File: config.mk
export PLATFORM = sky130hd
export DESIGN_NAME = ssd_scanner
export DESIGN_NICKNAME = d
export VERILOG_FILES = /design/src/rtl/ssd_scanner.sv
export SDC_FILE = /design/constraint.sdc
export NUM_CORES = 1
export LEC_CHECK = 0
export CORE_ASPECT_RATIO = 1.4
export CORE_MARGIN = 4
export CORE_UTILIZATION = 42
export CTS_BUF_LIST = sky130_fd_sc_hd__clkbuf_8
export DETAILED_ROUTE_END_ITERATION = 16
export GPL_ROUTABILITY_DRIVEN = 0
export PLACE_DENSITY = 0.64
export SYNTH_ARGS = -nofsm -noshare
export SYNTH_HDL_FRONTEND = slang
export SYNTH_SLANG_ARGS = --single-unit
File: constraint.sdc
create_clock -name clk -period 2.86 [get_ports clk]
set_input_delay 0.572 -clock clk [delete_from_list [all_inputs] [get_ports clk]]
set_output_delay 0.572 -clock clk [all_outputs]
set_load 0.01 [all_outputs]
File: src/rtl/ssd_scanner.sv
// ssd_scanner: multiplexed seven-segment driver for a common-anode display.
// A processor value is accepted into a shadow register over a valid/ready
// port. It becomes visible only at a frame boundary, so a frame never shows
// a mix of old and new digits.
`timescale 1ns/1ps

module ssd_scanner #(
    parameter int unsigned DIGITS      = 8,
    parameter int unsigned REFRESH_DIV = 131072
) (
    input  logic              clk,
    input  logic              rst,
    input  logic              wr_valid,
    output logic              wr_ready,
    input  logic [31:0]       wr_data,
    input  logic              blank_lz,
    input  logic [DIGITS-1:0] dp_mask,
    output logic [DIGITS-1:0] anode,
    output logic [6:0]        cathode,
    output logic              dp,
    output logic              frame_tick
);

    localparam int unsigned PS_W  = $clog2(REFRESH_DIV);
    localparam int unsigned IDX_W = (DIGITS > 1) ? $clog2(DIGITS) : 1;

    localparam logic [PS_W-1:0]  PS_LAST  = PS_W'(REFRESH_DIV - 1);
    localparam logic [IDX_W-1:0] IDX_LAST = IDX_W'(DIGITS - 1);

    logic [PS_W-1:0]   prescaler;
    logic [IDX_W-1:0]  digit_idx;
    logic [31:0]       shadow;
    logic [31:0]       display;
    logic              pending;

    logic              step;
    logic              boundary;
    logic              xfer;

    logic [DIGITS-1:0] upper_zero;
    logic              zero_run;
    logic [31:0]       nib_shift;
    logic [3:0]        cur_nib;
    logic              blank_cur;

    logic [DIGITS-1:0] anode_nxt;
    logic [6:0]        cathode_nxt;
    logic              dp_nxt;

    // Active-low segment pattern {g,f,e,d,c,b,a} for one hex nibble.
    function automatic logic [6:0] hex_to_seg(input logic [3:0] nib);
        case (nib)
            4'h0:    return 7'h40;
            4'h1:    return 7'h79;
            4'h2:    return 7'h24;
            4'h3:    return 7'h30;
            4'h4:    return 7'h19;
            4'h5:    return 7'h12;
            4'h6:    return 7'h02;
            4'h7:    return 7'h78;
            4'h8:    return 7'h00;
            4'h9:    return 7'h10;
            4'hA:    return 7'h08;
            4'hB:    return 7'h03;
            4'hC:    return 7'h46;
            4'hD:    return 7'h21;
            4'hE:    return 7'h06;
            default: return 7'h0E;
        endcase
    endfunction

    assign step     = (prescaler == PS_LAST);
    assign boundary = step && (digit_idx == IDX_LAST);
    assign wr_ready = ~pending;
    assign xfer     = wr_valid && wr_ready;

    // Refresh prescaler and digit scan counter.
    always_ff @(posedge clk or negedge rst) begin
        if (!rst) begin
            prescaler <= '0;
            digit_idx <= '0;
        end else if (step) begin
            prescaler <= '0;
            digit_idx <= (digit_idx == IDX_LAST) ? '0 : digit_idx + 1'b1;
        end else begin
            prescaler <= prescaler + 1'b1;
        end
    end

    // Shadow capture on handshake; commit to the visible value at a frame boundary.
    // A transfer can only happen while nothing is pending, so a transfer
    // and a commit never compete in the same cycle.
    always_ff @(posedge clk or negedge rst) begin
        if (!rst) begin
            shadow  <= '0;
            display <= '0;
            pending <= 1'b0;
        end else if (xfer) begin
            shadow  <= wr_data;
            pending <= 1'b1;
        end else if (boundary && pending) begin
            display <= shadow;
            pending <= 1'b0;
        end
    end

    // One-cycle pulse following each frame boundary edge.
    always_ff @(posedge clk or negedge rst) begin
        if (!rst) begin
            frame_tick <= 1'b0;
        end else begin
            frame_tick <= boundary;
        end
    end

    // Per-digit flag: this nibble and every more-significant nibble are zero.
    always_comb begin
        upper_zero = '0;
        zero_run   = 1'b1;
        for (int unsigned k = 0; k < DIGITS; k++) begin
            zero_run = zero_run && (display[4*(DIGITS-1-k) +: 4] == 4'h0);
            upper_zero[DIGITS-1-k] = zero_run;
        end
    end

    // Decode the current digit into next anode/cathode/dp values.
    always_comb begin
        nib_shift   = display >> {digit_idx, 2'b00};
        cur_nib     = nib_shift[3:0];
        blank_cur   = blank_lz && (digit_idx != '0) && upper_zero[digit_idx];
        anode_nxt   = '1;
        cathode_nxt = 7'h7F;
        dp_nxt      = 1'b1;
        if (!blank_cur) begin
            anode_nxt   = ~(DIGITS'(1) << digit_idx);
            cathode_nxt = hex_to_seg(cur_nib);
            dp_nxt      = ~dp_mask[digit_idx];
        end
    end

    // Registered display drive lines.
    always_ff @(posedge clk or negedge rst) begin
        if (!rst) begin
            anode   <= '1;
            cathode <= 7'h7F;
            dp      <= 1'b1;
        end else begin
            anode   <= anode_nxt;
            cathode <= cathode_nxt;
            dp      <= dp_nxt;
        end
    end

endmodule

Word-level counts from Yosys, hierarchy flattened
Memory sizes are Yosys's and may differ from the RTL's.
Index checks and enable logic that the tools add are counted.
- register bits: 102
- bits in read-only memories: 112
- logic and storage cells: 55
- memories: 1
- add/sub/neg operators: 2
- $lt $le $gt $ge: 1
- eq/ne operators: 2
- shift operators: 2
- mux-type cells: 11
- bitwise gates (word level): 4
- reductions and logical operators: 23
- memory list (name ; words ; width ; rd ports ; clocked after memory_dff ; write ports ; RTL line ; source):
    (no name shown) ; 16 ; 7 ; 1 ; 0 ; 0 ; 52 ; case (nib)
- operators with widths (kind ; number):
    $logic_not A4 Y1 ; 8
    $shr A32 B5 Y4 ; 1
    $add A17 B1 Y17 const B ; 1
    $eq A17 B17 Y1 const B ; 1
    $mux W17 ; 1
    $logic_and A1 B1 Y1 ; 12
    $mux W8 ; 1
    $not A8 Y8 ; 1
    $shl A1 B3 Y8 const A ; 1
    $mux W7 ; 1
    $bmux W1 S3 ; 2
    $mux W1 ; 5
    $lt A3 B4 Y1 const B ; 1
    $add A3 B1 Y3 const B ; 1
    $eq A3 B3 Y1 const B ; 1
    $mux W3 ; 1
    $not A1 Y1 ; 3
    $reduce_bool A3 Y1 ; 1
    $reduce_and A2 Y1 ; 1
    $reduce_bool A2 Y1 ; 1

Longest topological paths before layout
- depth after elaboration: 12
- mapped depth: 9

Worst setup path before layout
OpenSTA, ideal clock, no wires.
- path type: flip-flop to flip-flop
- start: reg prescaler[0]
- end: reg display[10]
- setup time: 0.125 ns
- arrival: 2.251 ns
- required time: 2.735 ns
- setup slack: 0.484 ns
- stages on the path, launching flop included: 10
- buffers on the path: 1
- period minus slack after synthesis: 2.376 ns
- path through: dfrtp_1 > ha_1 > and4_1 > nand4_1 > nor2_1 > ha_1 > and2_1 > nand2_1 > buf_1 > mux2_2
- longest elaborated chain between the ends: 4
- RTL lines (element ; RTL line ; source):
    from (decl) ; 30 ; logic [PS_W-1:0] prescaler;
    from (signal assigned) ; 86 ; prescaler <= prescaler + 1'b1;
    $eq A17 B17 Y1 ; 72 ; assign step = (prescaler == PS_LAST);
    $logic_and A1 B1 Y1 ; 73 ; assign boundary = step && (digit_idx == IDX_LAST);
    named net boundary ; 37 ; logic boundary;
    $logic_and A1 B1 Y1 ; 101 ; end else if (boundary && pending) begin
    $reduce_and A2 Y1 (no source line) ; -- ;
    to (signal assigned) ; 102 ; display <= shadow;
    to (decl) ; 33 ; logic [31:0] display;
The timed path passes the listed nets, and every way through them passes these cells.
A chain may end at the register's enable or synchronous reset.

Final worst setup path
- start: reg digit_idx[0]
- end: reg cathode[4]
- longest elaborated chain between the ends: 4
- elaborated cells on any way between the ends: 8
- RTL lines (element ; RTL line ; source):
    from (decl) ; 31 ; logic [IDX_W-1:0] digit_idx;
    from (signal assigned) ; 84 ; digit_idx <= (digit_idx == IDX_LAST) ? '0 : digit_idx + 1'b1;
    parallel branches: the longest is 3 deep, another holds $mem_v2 Z16 W7 ; -- ;
    $mux W7 (*) ; 134 ; if (!blank_cur) begin
    named net cathode_nxt[4] ; 47 ; logic [6:0] cathode_nxt;
    to (signal assigned) ; 149 ; cathode <= cathode_nxt;
    to (decl) ; 19 ; output logic [6:0] cathode,
Mark *: on every way through the listed nets, which the timed path passes. The select of a mux whose other input is x is not followed.

==> results.md <==
* LEAKAGE at 2.497 nW
* Seq pwr share at 57.9%
* DRT Pass-1 Iters at 4
* Port buffer count at 61
* Clock power share at 36.4%
* Tmin final at 2440 ps
* Setup Fix Bufs, Post-CTS at 0
* Die Ht at 131.5 um
* EDFF count, synth at 0
* Clk_lat worst skew at 370 ps
* Clock buffer depth at 2
* Worst-path clk slew at 100 ps
* Most common cell after layout, fill and taps aside: dfrtp_1
* # rows at 44
* RSZ-0062 raised after global routing: no
* Syn nets at 395
* Max Cap Viol at 0
* Pwr/cell area at 476.2 nW/um2
* Endpoints failing hold at 0
* P_int at 2.089 mW
* Worst slew pin tran at 1142 ps
* Largest family of logic cells by synthesized area: multiplexers
* DRT antenna net count at 0
* Synth unique cells at 42
* Initial antenna violation count at 0
* Yosys warns at 0
* Compound-cell area share of the yosys netlist at 3.061%
* Crit path max fanout at 14
* DR WL/cell at 16.02 um
* Via count at 2,777
* Worst hold path type: input port to asynchronous set/reset pin
* Initial drt markers at 120
* Root Driver: clkbuf_8
* # clock sinks at 102
* Worst Skew at 9.010 ps
* Mapped cell area at 4578 um2
* Post-synth ARST share at 100.0%
* Crit path required time at 3140 ps
* Io pins at 62
* Slew headroom at 23.08%
* Layout cells sized above 1 at 27.30%
* Area contributors post-synth: dfrtp_1 (47%), mux2_2 (16%), dfstp_2 (9.2%), mux4_1 (4.0%), ha_1 (3.8%)
* Cell taking the most area after synthesis: dfrtp_1
* Remaining DRCs at 0
* Clock buffer count from CTS at 9
* Vias in the first global route at 2,912
* Sequential fraction of the synthesis area at 56.19%
* DP HPWL at 6272 um
* Adder-cell share of the synthesized area at 3.826%
* Pwr Total at 2.649 mW
* Die Wd at 96.24 um
* Top_reg_cell synth: dfrtp_1
* Diode count at 0
* Endpoint type of the worst setup path: flip-flop
* Critical path arrival at 2720 ps
* Xor/xnor share of the synthesized area at 2.487%
* Simple-gate share of the synthesized area at 8.363%
* Final setup TNS at 0 ps
* Layout fillers at 924
* Resized cells post-CTS at 0
* Share of the synthesized area in the top cell type at 47.01%
* Syn_area_per_cell at 13.58 um2
* Post-Synthesis Cells at 337
* Vias/cell at 5.133
* Slew Limit Fails at 0
* Pin count of the biggest net entering global routing at 63
* Final Cycle Share at 85.32%
* Status: complete, no violations
* CP Class: flip-flop to flip-flop
* NetSw at 0.5599 mW
* Worst hold slack at 159.5 ps
* Total gr overflow at 0
* Final WS setup at 420.0 ps
* Cts hold-fix bufs at 0
* Starting Density at 43.54%
* Routed wire length at 8666 um
* VDD IR max at 0.2539 mV
* Sw Share at 21.14%
* Core footprint at 10,520 um2
* First-pass GRT wire length at 14,600 um
* Die ar. at 12,660 um2
* Layout area overhead at 21.51%
* Yosys reg bits at 102
* Dpl ws at 421.9 ps
* Layout net count at 457
* Critical Path Start Type: flip-flop
* Most frequent cells in the layout: dfrtp_1 (86), mux2_2 (65), clkdlybuf4s50_1 (60), nand2_1 (20), nor2_1 (19)
* Comb power frac at 5.6%
* Mux cell area share after synthesis at 23.69%
* Fmax at 409.8 MHz
* H-tree Lvls at 3
* All-layer global routing usage at 14.90%
* Final setup fails at 0
* TritonCTS clock tree: yes
## metrics by stage
stage	std cells	util, %	cell area [um2]
floorplan	337	-	4578
global placement	526	50.90	5353
detailed placement	526	50.90	5353
CTS	541	52.90	5563
global route	541	52.90	5563
finish	541	52.90	5563
## critical path: stages, from the launching register on
cell and delay, ps:
dfrtp_1 550, buf_4 250, mux4_1 610, mux2i_4 410
mux2_2 390, o211ai_1 150
## routing by layer
metal  up-vias  global-route usage, %  wire, um
met3         9                  2.860       311
met1      1399                  18.10      3539
li1       1319                      -         -
met2        50                  25.01      4651
met4         0                  6.804       165
met5         -                      0         0
## kinds of logic after synthesis
| family | count (synthesis) |
|---|---|
| flops | 102 |
| mux | 83 |
| simple gates | 78 |
| buf+inv | 25 |
| compound gates | 22 |
| fa+ha+maj | 14 |
| xor+xnor | 13 |
## state kept, by name, summed over array words and instances, names as in the netlist
| signal | cells |
|---|---|
| display | 32 |
| shadow | 32 |
| prescaler | 17 |
| anode | 8 |
| cathode | 7 |
| digit_idx | 3 |
| dp | 1 |
| frame_tick | 1 |
| pending | 1 |
## Yosys cell counts, types with 2 or more instances
master	number
nand4_1	3
xor2_1	7
mux2i_1	5
o21ai_0	7
a21oi_1	4
clkbuf_1	6
o221ai_1	3
mux2_2	65
nand2_1	20
and4_1	3
dfstp_2	16
or3_1	3
nand2b_1	3
nor4_1	7
a211oi_1	2
dfrtp_1	86
nor3_1	2
buf_4	2
ha_1	14
buf_1	6
xnor2_1	6
mux4_1	7
nand3_1	11
inv_1	9
and3_1	2
mux4_2	3
nor2b_1	2
nor2_1	19
## path summary, 6_finish.rpt
| path | start | endpoint | slack, ps | cells after the start |
|---|---|---|---|---|
| worst min-delay path | rst | prescaler[13]$_DFF_PN0_ | 160 | 1 |
| worst min register to register | shadow[1]$_DFFE_PN0P_ | display[1]$_DFFE_PN0P_ | 510 | 1 |
| min in group clk | shadow[1]$_DFFE_PN0P_ | display[1]$_DFFE_PN0P_ | 510 | 1 |
| worst max-delay path | digit_idx[0]$_DFFE_PN0P_ | cathode[4]$_DFF_PN1_ | 420 | 5 |
| max in group asynchronous | rst | digit_idx[0]$_DFFE_PN0P_ | 2000 | 2 |
| worst max register to register | digit_idx[0]$_DFFE_PN0P_ | cathode[4]$_DFF_PN1_ | 420 | 5 |
## layout make-up
cell class | instances | area (um2) | area share, %
clock buffers | 9 | 123.9 | 2.227
multi-input cells | 210 | 1899 | 34.14
inverters | 10 | 37.54 | 0.6748
clock inverters | 6 | 86.33 | 1.552
flip-flops and latches | 102 | 2572 | 46.24
repair buffers | 66 | 670.6 | 12.06
well taps | 138 | 172.7 | 3.104
## power by group through the flow
| stage | sequential [mW] | clock [mW] | combinational (mW) |
|---|---|---|---|
| global route | 1.54 | 1.07 | 0.165 |
| finish | 1.53 | 0.965 | 0.149 |
| floorplan | 1.55 | 0 | 0.0544 |
| CTS | 1.54 | 1.01 | 0.155 |
| detailed placement | 1.57 | 0 | 0.154 |
| global placement | 1.56 | 0 | 0.151 |
(Power assumes the default switching activity.)
